## src/rtl/mf8_uart_tx.sv

```systemverilog
// mf8 IO-bus UART transmitter: byte FIFO feeding an 8N1 serialiser with a
// programmable 16-bit baud divisor (bit period = DIV+1 clocks).
module mf8_uart_tx #(
  parameter logic [5:0]  BASE_ADDR  = 6'h00,
  parameter int          FIFO_DEPTH = 4,
  parameter logic [15:0] DIV_RESET  = 16'd433
) (
  input  logic       Clk,
  input  logic       Reset_n,
  input  logic [5:0] IO_Addr,
  input  logic       IO_Wr,
  input  logic       IO_Rd,
  input  logic [7:0] IO_WData,
  output logic [7:0] IO_RData,
  output logic       UART_TXD,
  output logic       tx_irq
);

  localparam int PW = $clog2(FIFO_DEPTH);
  localparam int CW = PW + 1;
  localparam logic [5:0]    ADDR_DIVL = BASE_ADDR + 6'd1;
  localparam logic [5:0]    ADDR_DIVH = BASE_ADDR + 6'd2;
  localparam logic [CW-1:0] FULL_CNT  = CW'(FIFO_DEPTH);

  typedef enum logic [1:0] {S_IDLE, S_START, S_DATA, S_STOP} state_t;

  state_t        state_q, state_d;
  logic [7:0]    mem_q [FIFO_DEPTH];
  logic [PW-1:0] wr_ptr_q, rd_ptr_q;
  logic [CW-1:0] count_q, count_d;
  logic          overrun_q;
  logic [15:0]   div_q;
  logic          txd_q, txd_d;
  logic [7:0]    shreg_q, shreg_d;
  logic [2:0]    bitcnt_q, bitcnt_d;
  logic [15:0]   baudcnt_q, baudcnt_d;
  logic          tx_irq_q;

  logic sel_data, push_req, push_ok, pop, full, empty, busy, stat_rd, baud_zero;

  assign sel_data  = (IO_Addr == BASE_ADDR);
  assign push_req  = IO_Wr & sel_data;
  assign full      = (count_q == FULL_CNT);
  assign empty     = (count_q == '0);
  assign busy      = (state_q != S_IDLE);
  assign push_ok   = push_req & ~full;
  assign pop       = (state_q == S_IDLE) & ~empty;
  assign stat_rd   = IO_Rd & sel_data;
  assign baud_zero = (baudcnt_q == 16'd0);

  always_comb begin
    count_d = count_q;
    case ({push_ok, pop})
      2'b10:   count_d = count_q + CW'(1);
      2'b01:   count_d = count_q - CW'(1);
      default: count_d = count_q;
    endcase
  end

  always_ff @(posedge Clk or negedge Reset_n) begin
    if (!Reset_n) begin
      wr_ptr_q  <= '0;
      rd_ptr_q  <= '0;
      count_q   <= '0;
      overrun_q <= 1'b0;
      div_q     <= DIV_RESET;
    end else begin
      count_q <= count_d;
      if (push_ok) wr_ptr_q <= wr_ptr_q + PW'(1);
      if (pop)     rd_ptr_q <= rd_ptr_q + PW'(1);
      // A dropped push wins over a same-edge STATUS read so no overrun is lost.
      if (push_req && full) overrun_q <= 1'b1;
      else if (stat_rd)     overrun_q <= 1'b0;
      if (IO_Wr && IO_Addr == ADDR_DIVL) div_q[7:0]  <= IO_WData;
      if (IO_Wr && IO_Addr == ADDR_DIVH) div_q[15:8] <= IO_WData;
    end
  end

  always_ff @(posedge Clk) begin
    if (push_ok) mem_q[wr_ptr_q] <= IO_WData;
  end

  always_ff @(posedge Clk or negedge Reset_n) begin
    if (!Reset_n) state_q <= S_IDLE;
    else          state_q <= state_d;
  end

  always_comb begin
    state_d = state_q;
    case (state_q)
      S_IDLE:  if (!empty)   state_d = S_START;
      S_START: if (baud_zero) state_d = S_DATA;
      S_DATA:  if (baud_zero && bitcnt_q == 3'd7) state_d = S_STOP;
      S_STOP:  if (baud_zero) state_d = S_IDLE;
      default: state_d = S_IDLE;
    endcase
  end

  always_comb begin
    txd_d     = txd_q;
    shreg_d   = shreg_q;
    bitcnt_d  = bitcnt_q;
    baudcnt_d = baudcnt_q;
    case (state_q)
      S_IDLE: begin
        txd_d = 1'b1;
        if (!empty) begin
          shreg_d   = mem_q[rd_ptr_q];
          txd_d     = 1'b0;
          baudcnt_d = div_q;
        end
      end
      S_START: begin
        if (baud_zero) begin
          txd_d     = shreg_q[0];
          bitcnt_d  = 3'd0;
          baudcnt_d = div_q;
        end else begin
          baudcnt_d = baudcnt_q - 16'd1;
        end
      end
      S_DATA: begin
        if (baud_zero) begin
          baudcnt_d = div_q;
          if (bitcnt_q == 3'd7) begin
            txd_d = 1'b1;
          end else begin
            shreg_d  = shreg_q >> 1;
            txd_d    = shreg_q[1];
            bitcnt_d = bitcnt_q + 3'd1;
          end
        end else begin
          baudcnt_d = baudcnt_q - 16'd1;
        end
      end
      S_STOP: begin
        if (!baud_zero) baudcnt_d = baudcnt_q - 16'd1;
      end
      default: txd_d = 1'b1;
    endcase
  end

  always_ff @(posedge Clk or negedge Reset_n) begin
    if (!Reset_n) begin
      txd_q     <= 1'b1;
      bitcnt_q  <= 3'd0;
      baudcnt_q <= 16'd0;
      tx_irq_q  <= 1'b1;
    end else begin
      txd_q     <= txd_d;
      bitcnt_q  <= bitcnt_d;
      baudcnt_q <= baudcnt_d;
      tx_irq_q  <= (count_d == '0) && (state_d == S_IDLE);
    end
  end

  always_ff @(posedge Clk) begin
    shreg_q <= shreg_d;
  end

  // Zero when not addressed so several IO slaves can be OR-merged.
  always_comb begin
    IO_RData = 8'h00;
    if (IO_Rd) begin
      if (IO_Addr == BASE_ADDR)      IO_RData = {4'b0, overrun_q, empty, full, busy};
      else if (IO_Addr == ADDR_DIVL) IO_RData = div_q[7:0];
      else if (IO_Addr == ADDR_DIVH) IO_RData = div_q[15:8];
    end
  end

  assign UART_TXD = txd_q;
  assign tx_irq   = tx_irq_q;

endmodule
```

## config.mk

```make
export PLATFORM = sky130hd
export DESIGN_NAME = mf8_uart_tx
export DESIGN_NICKNAME = d
export VERILOG_FILES = /design/src/rtl/mf8_uart_tx.sv
export SDC_FILE = /design/constraint.sdc
export NUM_CORES = 1
export LEC_CHECK = 0
export BUFFER_PORTS_ARGS = -buffer_cell sky130_fd_sc_hd__buf_2
export CAP_MARGIN = 15
export CORE_ASPECT_RATIO = 0.8
export CORE_MARGIN = 4
export CORE_UTILIZATION = 55
export DETAILED_ROUTE_END_ITERATION = 10
export PLACE_DENSITY = 0.73
export SYNTH_ARGS = -nofsm -noshare
export SYNTH_HDL_FRONTEND = slang
export SYNTH_SLANG_ARGS = --single-unit
```

## constraint.sdc

```tcl
create_clock -name Clk -period 3.6 [get_ports Clk]
set_input_delay 0.72 -clock Clk [delete_from_list [all_inputs] [get_ports Clk]]
set_output_delay 0.72 -clock Clk [all_outputs]
set_load 0.1 [all_outputs]
```

==> impl_results.md, run 1 <==
- Mux cell area share after synthesis: between 10 and 15%
- Slew Limit Fails: 0
- Final period util: approximately nine tenths
- Cell family with most CP delay: simple AND/OR/NAND/NOR gates
- Drt drc: 0
- Synth Area in Compound Gates: 14.1%
- Sequential fraction of the synthesis area: a little over half
- Crit path required time: approximately 2900 ps
- Pwr per Cell Area: about 770 nW/um^2
- Initial antenna violation count: 0
- Vias: around 3200
- Area growth from synthesis to layout: 10.4%
- H-tree depth reported by CTS: 3
- Post-Syn Instances: around 360
- Setup_tns: 0 ps
- Max IR drop VDD: around 0.51 mV
- Largest net degree at the start of global routing: between 40 and 50
- Adder-cell area share of the yosys netlist: roughly 4.4%
- Gr ovfl total: 0
- Worst skew pair latency: 350 ps
- Clock Skews: approximately 11 ps
- Filler cells: just under 600
- Synth cell types: 63
- Footprint of the multi-input gates: 1930 um^2
- Total die area: approximately 9500 um^2
- Inserted Clock Buffers: 9
- Async S/R FF share, synth: a little over half
- Final Hold Fails: 0
- Max Buffers Root-to-Sink: 2
- Nets: about 420
- Sequential Area: about 2400 um^2
- Critical-path maximum fanout: 8
- WP buf/inv: 2
- Slowest CP cell: nor4_1
- Leakage power: 1.99 nW
- PortBufs: 27
- TritonRoute pass-1 iters: 5
- Core Region: ~7600 um^2
- Wire per inst: 19.6 um
- Tmin final: about 3200 ps
- Top_reg_cell synth: edfxtp_1
- # IOs: 28
- Starting Density: around 58%
- Hpwl dp: 7.16 mm
- CTS Hold Bufs: 0
- Total Routed Length: 9.78 mm
- Global-route wire length before repair: between 15 and 20 mm
- Number of synthesized flops with an enable pin: 40
- Slew @ Worst Pin: 758 ps
- All-Layer GR Usage: between 20% and 30%
- PostCTS Resize Cnt: 0
- Layout cells sized above 1: around 26%
- Critical path arrival: around 2500 ps
- CTS sink count: 87
- Chip width: 108 um
- Max Fclk: 0.312 GHz
- CP Class: in2out
- Synthesized cell area: roughly 4400 um^2
- Die Y-Extent: roughly 88 um
- Vias per Instance: roughly 6.3
- Slew Limit Headroom: around 50%
- Hold crit path type: in2async
- Critical Path Start Type: primary input
- Status: completed
- CP cell instances: buf_2, nor4_1, nand2_1, nor2_1, buf_2
- Top cells by area, synth: edfxtp_1 27%, dfrtp_1 23%, mux2_2 5.9%
- Post-CTS setup buffer count: 0
- Commonest cells in the netlist: 40 x dfrtp_1, 40 x edfxtp_1, 29 x nor2_1
- Crit-path most repeated cell: buf_2
- Worst-path clk slew: roughly 90 ps
- Largest family of logic cells by synthesized area: compound AO/OA/AOI/OAI gates
- RSZ-0062 raised after global routing: false
- Number of max-cap violations: 0
- # setup viols final: 0
- Post-route ant nets: 0
- CP endpoint kind: output pin
- YS warnings: 0
- Post-Synth XOR/XNOR Area: 1.19%
- Hold slack: ~210 ps
- #FFs+latches synth: 87
- Mapped Avg Cell Area: between 10 and 15 um^2
- Top cell type's share of synthesized area: between 20% and 30%
- Synth Area in Simple Gates: 12.4%
- TritonCTS clock tree: done
- Post-Syn Nets: 390
- Row count: 28
- Post-synth top area cell: edfxtp_1
- DRT iter0 DRCs: 273
- Crit-path max cell delay: 560 ps
- # diodes: 0
- Vias in the first global route: roughly 3000
- Global placer's final weighted congestion: 0.883
- Clock root cell: clkbuf_8
routing by layer:
metal	vias up	track usage (%)	wire length [um]
li1	1429	-	-
met1	1556	35.7	4720
met2	173	30.9	4020
met3	10	6.41	960
met4	0	4.24	82
met5	-	0	0
area by class of cell:
type	count	share of cell area [%]
Clock buffer	9	2.54
Clock inverter	7	1.13
Inverter	13	1.00
Multi-Input combinational cell	245	39.5
Sequential cell	87	49.0
Tap cell	105	2.70
Timing Repair Buffer	34	4.11
worst paths after layout:
kind / start / endpoint / slack (ps) / depth (start not counted)
min in group Clk: overrun_q / overrun_q / 530 / 1
worst min register to register: overrun_q / overrun_q / 530 / 1
worst max-delay path: IO_Addr[5] / IO_RData[2] / 390 / 5
worst max register to register: state_q[0] / baudcnt_q[9] / 970 / 6
max in group asynchronous: Reset_n / div_q[5] / 2850 / 2
worst min-delay path: Reset_n / baudcnt_q[10] / 210 / 1
through the flow:
step	util, %	power [mW]	area (um^2)	std cells	worst slack (ps)
2_1_floorplan	-	2.71	4420	357	174
3_3_place_gp	61.5	3.07	4670	483	369
3_5_place_dp	61.5	3.11	4670	483	130
4_1_cts	63.8	3.74	4850	499	411
5_1_grt	64.1	4.02	4870	500	229
6_report	64.1	3.76	4870	500	394
cell usage in the layout, fill, tap and decap left out, types with 5 or more instances in the layout:
cell / count
dfrtp_1: 40
edfxtp_1: 40
nor2_1: 29
buf_2: 27
a21oi_1: 23
mux2_2: 23
nand2_1: 15
ha_1: 14
inv_1: 13
nor3_1: 12
o21ai_0: 11
a221o_1: 9
clkbuf_8: 9
mux4_2: 8
dfstp_2: 7
nand3_1: 7
and2_1: 7
buf_4: 6
and3_1: 5
registers in the layout (all words and copies together), names as in the netlist:
register / count
bitcnt_q: 3
rd_ptr_q: 2
mem_q: 32
overrun_q: 1
count_q: 3
tx_irq: 1
shreg_q: 8
state_q: 2
UART_TXD: 1
baudcnt_q: 16
div_q: 16
wr_ptr_q: 2
power by group:
part	internal [mW]	switching, mW
clock network	0.256	0.368
registers	1.27	0.227
logic	0.679	0.957
total	2.21	1.55
logic make-up after synthesis:
family	count (synthesis)
fa+ha+maj	15
xor+xnor	6
buf+inv	25
flops	87
simple gates	101
mux	37
compound gates	86
Power figures use the tool's default switching activity.
==> inputs of run 2 (changes only) <==
--- a/config.mk
+++ b/config.mk
@@ -12,6 +12,7 @@
 export CORE_UTILIZATION = 55
 export DETAILED_ROUTE_END_ITERATION = 10
 export PLACE_DENSITY = 0.73
+export REMOVE_ABC_BUFFERS = 1
 export SYNTH_ARGS = -nofsm -noshare
 export SYNTH_HDL_FRONTEND = slang
 export SYNTH_SLANG_ARGS = --single-unit
==> run 2 against run 1 <==
Net effect: global-route usage rose by 0.58 points; cell area increased by 0.59%; via count is 1.0% lower; non-clock buffer count stayed put; sequential share of layout area decreased by 0.29 points; critical path depth stayed put; sequential power is essentially flat; first-iteration DRC count is 1.5% lower; wire length rose by 3.5%; critical endpoint is now IO_RData[3]; highest routed layer unchanged.
==> impl_results.md, run 2 (synthesized netlist as in run 1, its figures left out) <==
- Gr ovfl total: 0 (unchanged)
- # IOs: 28 (unchanged)
- Pint: 2.29 mW (+3.9%)
- Vias per Instance: 6.28 (-0.84%)
- Status: completed
- Largest Register: mem_q
- Critical path arrival: 2550 ps (+60 ps)
- Area growth from synthesis to layout: 11.0%
- Nets: 423 (unchanged)
- Global-route wire length before repair: 16.4 mm (+1.5%)
- Total die area: 9530 um^2 (unchanged)
- Drt drc: 0 (unchanged)
- Worst reg2reg path startpoint: baudcnt_q[6]
- Post-CTS setup buffer count: 0 (unchanged)
- Reg2Reg Depth: 5 (-1)
- Max IR drop VDD: 0.450 mV (-12%)
- TritonRoute pass-1 iters: 5 (unchanged)
- All-Layer GR Usage: 23.1% (+0.58 points)
- Vias: 3135 (-1.0%)
- CTS sink count: 87 (unchanged)
- Total Routed Length: 10.1 mm (+3.5%)
- Worst-path clk slew: 90 ps (about the same)
- Non-Filler Instances: 499 (-0.20%)
- Number of max-cap violations: 0 (unchanged)
- Clock root cell: clkbuf_8
- Final period util: 90.9% (+1.8 points)
- DRT iter0 DRCs: 269 (-1.5%)
- CTS Hold Bufs: 0 (unchanged)
- Max Buffers Root-to-Sink: 2 (unchanged)
- PortBufs: 27 (unchanged)
- Slew @ Worst Pin: 766 ps (+7.49 ps)
- Largest net degree at the start of global routing: 48 (unchanged)
- Sequential Power Share: 38.7% (-1.2 points)
- CP endpoint kind: output pin
- Slew Limit Fails: 0 (unchanged)
- Global placer's final weighted congestion: 0.958 (+8.5%)
- Final instance area: 4900 um^2 (+0.59%)
- Core Region: 7600 um^2 (unchanged)
- Placed Cells: 483 (unchanged)
- CP startpoint: IO_Addr[5]
- Hold crit path type: in2async
- Max Fclk: 0.306 GHz (-2.0%)
- RSZ-0062 raised after global routing: false
- Wire per inst: 20.3 um (+3.8%)
- Die Y-Extent: 88.1 um (unchanged)
- Final Hold Fails: 0 (unchanged)
- Top Registers: mem_q: 32 flops, baudcnt_q: 16 flops, div_q: 16 flops
- Sw Pwr: 1.56 mW (+0.34%)
- Hpwl dp: 7.27 mm (+1.5%)
- # setup viols final: 0 (unchanged)
- Tmin final: 3270 ps (+66.3 ps)
- Initial antenna violation count: 0 (unchanged)
- Crit path required time: 2880 ps (about the same)
- Critical-path maximum fanout: 8 (unchanged)
- Inserted Clock Buffers: 9 (unchanged)
- Clock network power share: 18.0% (+1.4 points)
- Starting Density: 58.1% (unchanged)
- Layout cells sized above 1: 24.9% (-0.70 points)
- Leakage power: 2.01 nW (+1.1%)
- Pre-CTS setup slack: 129 ps (-1.25 ps)
- Max reg flops: 32 (unchanged)
- Chip width: 108 um (unchanged)
- # diodes: 0 (unchanged)
- Pwr per Cell Area: 785 nW/um^2 (+1.8%)
- Row count: 28 (unchanged)
- H-tree depth reported by CTS: 3 (unchanged)
- Setup WS post-layout: 328 ps (-66.3 ps)
- Placed cell area: 4680 um^2 (+0.21%)
- Sw frac: 40.4% (-0.84 points)
- CP Class: in2out
- Most frequent cells in the layout: 40 x dfrtp_1, 40 x edfxtp_1, 29 x nor2_1
- Critical Path Start Type: primary input
- Vias in the first global route: 3050 (+0.30%)
- TritonCTS clock tree: done
- Combinational fraction of design power: 43.3% (-0.2 points)
- Slew Limit Headroom: 48.6% (-0.89 points)
- PostCTS Resize Cnt: 0 (unchanged)
- Post-route ant nets: 0 (unchanged)
- Clock Skews: 13.4 ps (+2.18 ps)
- Worst skew pair latency: 360 ps (about the same)
[run 2: cell count changes in the layout (fill, tap and decap cells not counted), sizes merged]
cell	delta
bufinv	+1
clkbuf	+2
clkinv	+2
clkinvlp	-4
inv	-2
[run 2: per-layer routing]
layer  part of all wire (%)  global-route usage (%)  vias up
met5                      0                       0        -
met4                    1.5                    7.22        0
met2                     43                    32.4      129
met1                     47                    34.8     1558
li1                       -                       -     1433
met3                    8.1                    6.56       15
[run 2: path summary, 6_finish.rpt]
kind                       slack [ps]            to
max reg2reg                       920  baudcnt_q[7]
min reg2reg                       530     overrun_q
max in group asynchronous        2850      div_q[0]
min                               200  baudcnt_q[0]
max                               330   IO_RData[3]
min in group Clk                  530     overrun_q
[run 2: worst max-delay path: stages]
cell,delay (ps)
buf_2,100
nor4_1,610
nand2_1,410
nor2_1,260
buf_2,460
[run 2: final cells by class]
type | count | area (um^2)
Inverter | 13 | 48.8
Clock inverter | 4 | 56.3
Fill cell | 600 | 2700
Multi-Input combinational cell | 245 | 1920
Tap cell | 105 | 131
Timing Repair Buffer | 34 | 215
Sequential cell | 87 | 2390
Clock buffer | 11 | 141
[run 2: metrics by stage]
| step | total power, mW | utilization [%] | hold slack [ps] | setup TNS [ps] |
|---|---|---|---|---|
| final | 3.85 | 64.5 | 198 | 0 |
| after global routing | 4.09 | 64.5 | 198 | 0 |
| after CTS | 3.82 | 64.2 | 522 | 0 |
| after detailed placement | 3.13 | 61.6 | 490 | 0 |
| after global placement | 3.09 | 61.6 | 501 | 0 |
| after floorplan | 2.66 | - | 424 | -763 |
[run 2: power groups by stage]
stage	sequential, mW	clock, mW	combinational, mW
CTS	1.49	0.698	1.64
finish	1.49	0.691	1.67
floorplan	1.48	0	1.18
detailed placement	1.51	0	1.63
global route	1.52	0.741	1.83
global placement	1.50	0	1.59
==> inputs of run 3 (changes only) <==
--- a/config.mk
+++ b/config.mk
@@ -5,10 +5,9 @@
 export SDC_FILE = /design/constraint.sdc
 export NUM_CORES = 1
 export LEC_CHECK = 0
-export BUFFER_PORTS_ARGS = -buffer_cell sky130_fd_sc_hd__buf_2
+export BUFFER_PORTS_ARGS = -buffer_cell sky130_fd_sc_hd__clkbuf_2
 export CAP_MARGIN = 15
 export CORE_ASPECT_RATIO = 0.8
-export CORE_MARGIN = 4
 export CORE_UTILIZATION = 55
 export DETAILED_ROUTE_END_ITERATION = 10
 export PLACE_DENSITY = 0.73
==> run 3 against run 2 <==
Net effect: sequential share of layout area is 0.22 points lower; register-to-register slack worse by 100 ps; final cell count is 0.60% higher; core utilization rose by 0.60 points; combinational power down 2%; flip-flop and latch count is the same; global-route usage up 2.6 points; clock skew shrank 3.2 ps; hold slack better by 200 ps; wire length down 2.4%; fmax up 7.5%; critical path type unchanged; critical endpoint is now IO_RData[7]; largest cell class unchanged.
==> impl_results.md, run 3 (synthesized netlist as in run 1, its figures left out) <==
- Wire per inst: 19.7 um (-3.0%)
- Global-route wire length before repair: 15.7 mm (-4.7%)
- Vias in the first global route: 2928 (-4.0%)
- Hpwl dp: 7.18 mm (-1.2%)
- Largest net degree at the start of global routing: 30 (-38%)
- All-Layer GR Usage: 25.7% (+2.6 points)
- Inserted Clock Buffers: 9 (unchanged)
- Chip width: 102 um (-5.5%)
- CTS sink count: 87 (unchanged)
- Flop-to-flop setup slack: 820 ps (-100 ps)
- PortBufs: 27 (unchanged)
- Critical Path Start Type: primary input
- Layout cells sized above 1: 25.7% (+0.82 points)
- Clock Skews: 10.2 ps (-3.19 ps)
- Clock root cell: clkbuf_8
- Setup_tns: 0 ps (unchanged)
- Final Hold Fails: 0 (unchanged)
- H-tree depth reported by CTS: 3 (unchanged)
- Gr ovfl total: 0 (unchanged)
- PostCTS Resize Cnt: 0 (unchanged)
- Slew Limit Fails: 0 (unchanged)
- Crit path required time: 2880 ps (about the same)
- RSZ-0062 raised after global routing: false
- Max IR drop VDD: 0.392 mV (-13%)
- Nets: 425 (+0.47%)
- Area growth from synthesis to layout: 11.5%
- Largest Register: mem_q
- Worst skew pair latency: 360 ps (about the same)
- Pwr per Cell Area: 778 nW/um^2 (-0.97%)
- Hold crit path type: in2async
- Number of max-cap violations: 0 (unchanged)
- TritonCTS clock tree: done
- TritonRoute pass-1 iters: 5 (unchanged)
- Drt drc: 0 (unchanged)
- Slew Limit Headroom: 47.2% (-1.3 points)
- CTS Hold Bufs: 0 (unchanged)
- Final period util: 84.5% (-6.4 points)
- Global placer's final weighted congestion: 0.892 (-6.8%)
- Starting Density: 58.3% (+0.27 points)
- Post-CTS setup buffer count: 0 (unchanged)
- Leakage power: 2.01 nW (+0.25%)
- Post-route ant nets: 0 (unchanged)
- CP endpoint kind: output pin
- Row count: 28 (unchanged)
- Top Registers: mem_q: 32 flops, baudcnt_q: 16 flops, div_q: 16 flops
- Max Fclk: 0.329 GHz (+7.5%)
- Tmin final: 3040 ps (-229 ps)
- Slew @ Worst Pin: 786 ps (+19.9 ps)
- Initial antenna violation count: 0 (unchanged)
- Critical-path maximum fanout: 8 (unchanged)
- Max Buffers Root-to-Sink: 2 (unchanged)
- Finished Core Util: 65.1% (+0.60 points)
- # IOs: 28 (unchanged)
- Status: completed
- DRT iter0 DRCs: 273 (+1.5%)
- Core Region: 7570 um^2 (-0.46%)
- # diodes: 0 (unchanged)
- Most frequent cells in the layout: 40 x dfrtp_1, 40 x edfxtp_1, 29 x nor2_1
- CP Class: in2out
- Critical path arrival: 2320 ps (-230 ps)
- # setup viols final: 0 (unchanged)
- Vias per Instance: 6.18 (-1.7%)
- Max reg flops: 32 (unchanged)
- Vias: 3101 (-1.1%)
- Total Routed Length: 9.88 mm (-2.4%)
- Total die area: 8390 um^2 (-12%)
- Worst-path clk slew: 90 ps (about the same)
- Die Y-Extent: 82.1 um (-6.8%)
[run 3: cell types whose count changed in the layout (fill, tap and decap cells not counted), sizes merged]
cell      change
clkinvlp      +2
clkinv        -2
clkbuf       +18
buf          -18
inv           +3
[run 3: report_power, final]
group          internal [mW]  switching [mW]
Clock                  0.329           0.369
Sequential              1.27           0.224
Combinational          0.680           0.955
Total                   2.28            1.55
[run 3: final cells by class]
| cell class | count | area (um^2) |
|---|---|---|
| Fill cell | 601 | 2640 |
| Inverter | 13 | 48.8 |
| Sequential cell | 87 | 2390 |
| Clock buffer | 9 | 124 |
| Tap cell | 105 | 131 |
| Timing Repair Buffer | 36 | 233 |
| Clock inverter | 7 | 78.8 |
| Multi-Input combinational cell | 245 | 1920 |
[run 3: path summary, 6_finish.rpt]
| path | from | to | cells after the start |
|---|---|---|---|
| hold / removal | Reset_n | bitcnt_q[1] | 1 |
| min in group Clk | UART_TXD | UART_TXD | 1 |
| setup / recovery | IO_Addr[5] | IO_RData[7] | 5 |
| setup reg to reg | baudcnt_q[6] | baudcnt_q[8] | 6 |
| hold reg to reg | UART_TXD | UART_TXD | 1 |
| max in group asynchronous | Reset_n | div_q[0] | 2 |
[run 3: stage by stage]
step | cells | area (um^2) | setup slack [ps] | power, mW | hold WS (ps)
final | 502 | 4920 | 557 | 3.83 | 398
after global placement | 486 | 4720 | 412 | 3.07 | 492
after floorplan | 345 | 4360 | -763 | 2.66 | 424
after CTS | 502 | 4920 | 581 | 3.81 | 422
after detailed placement | 486 | 4720 | 288 | 3.11 | 501
after global routing | 502 | 4920 | 368 | 4.07 | 453
[run 3: worst max-delay path, cell delays in order]
cell and delay [ps]:
clkbuf_2 80, nor4_1 510, nand2_1 350, nor2_1 180, clkbuf_2 480
[run 3: metal layers]
| metal | vias to the layer above | part of all wire (%) | GRT usage (%) |
|---|---|---|---|
| met2 | 128 | 42 | 36.2 |
| met5 | - | 0 | 0 |
| met1 | 1526 | 49 | 39.5 |
| li1 | 1438 | - | - |
| met3 | 9 | 8.1 | 7.41 |
| met4 | 0 | 0.85 | 5.14 |
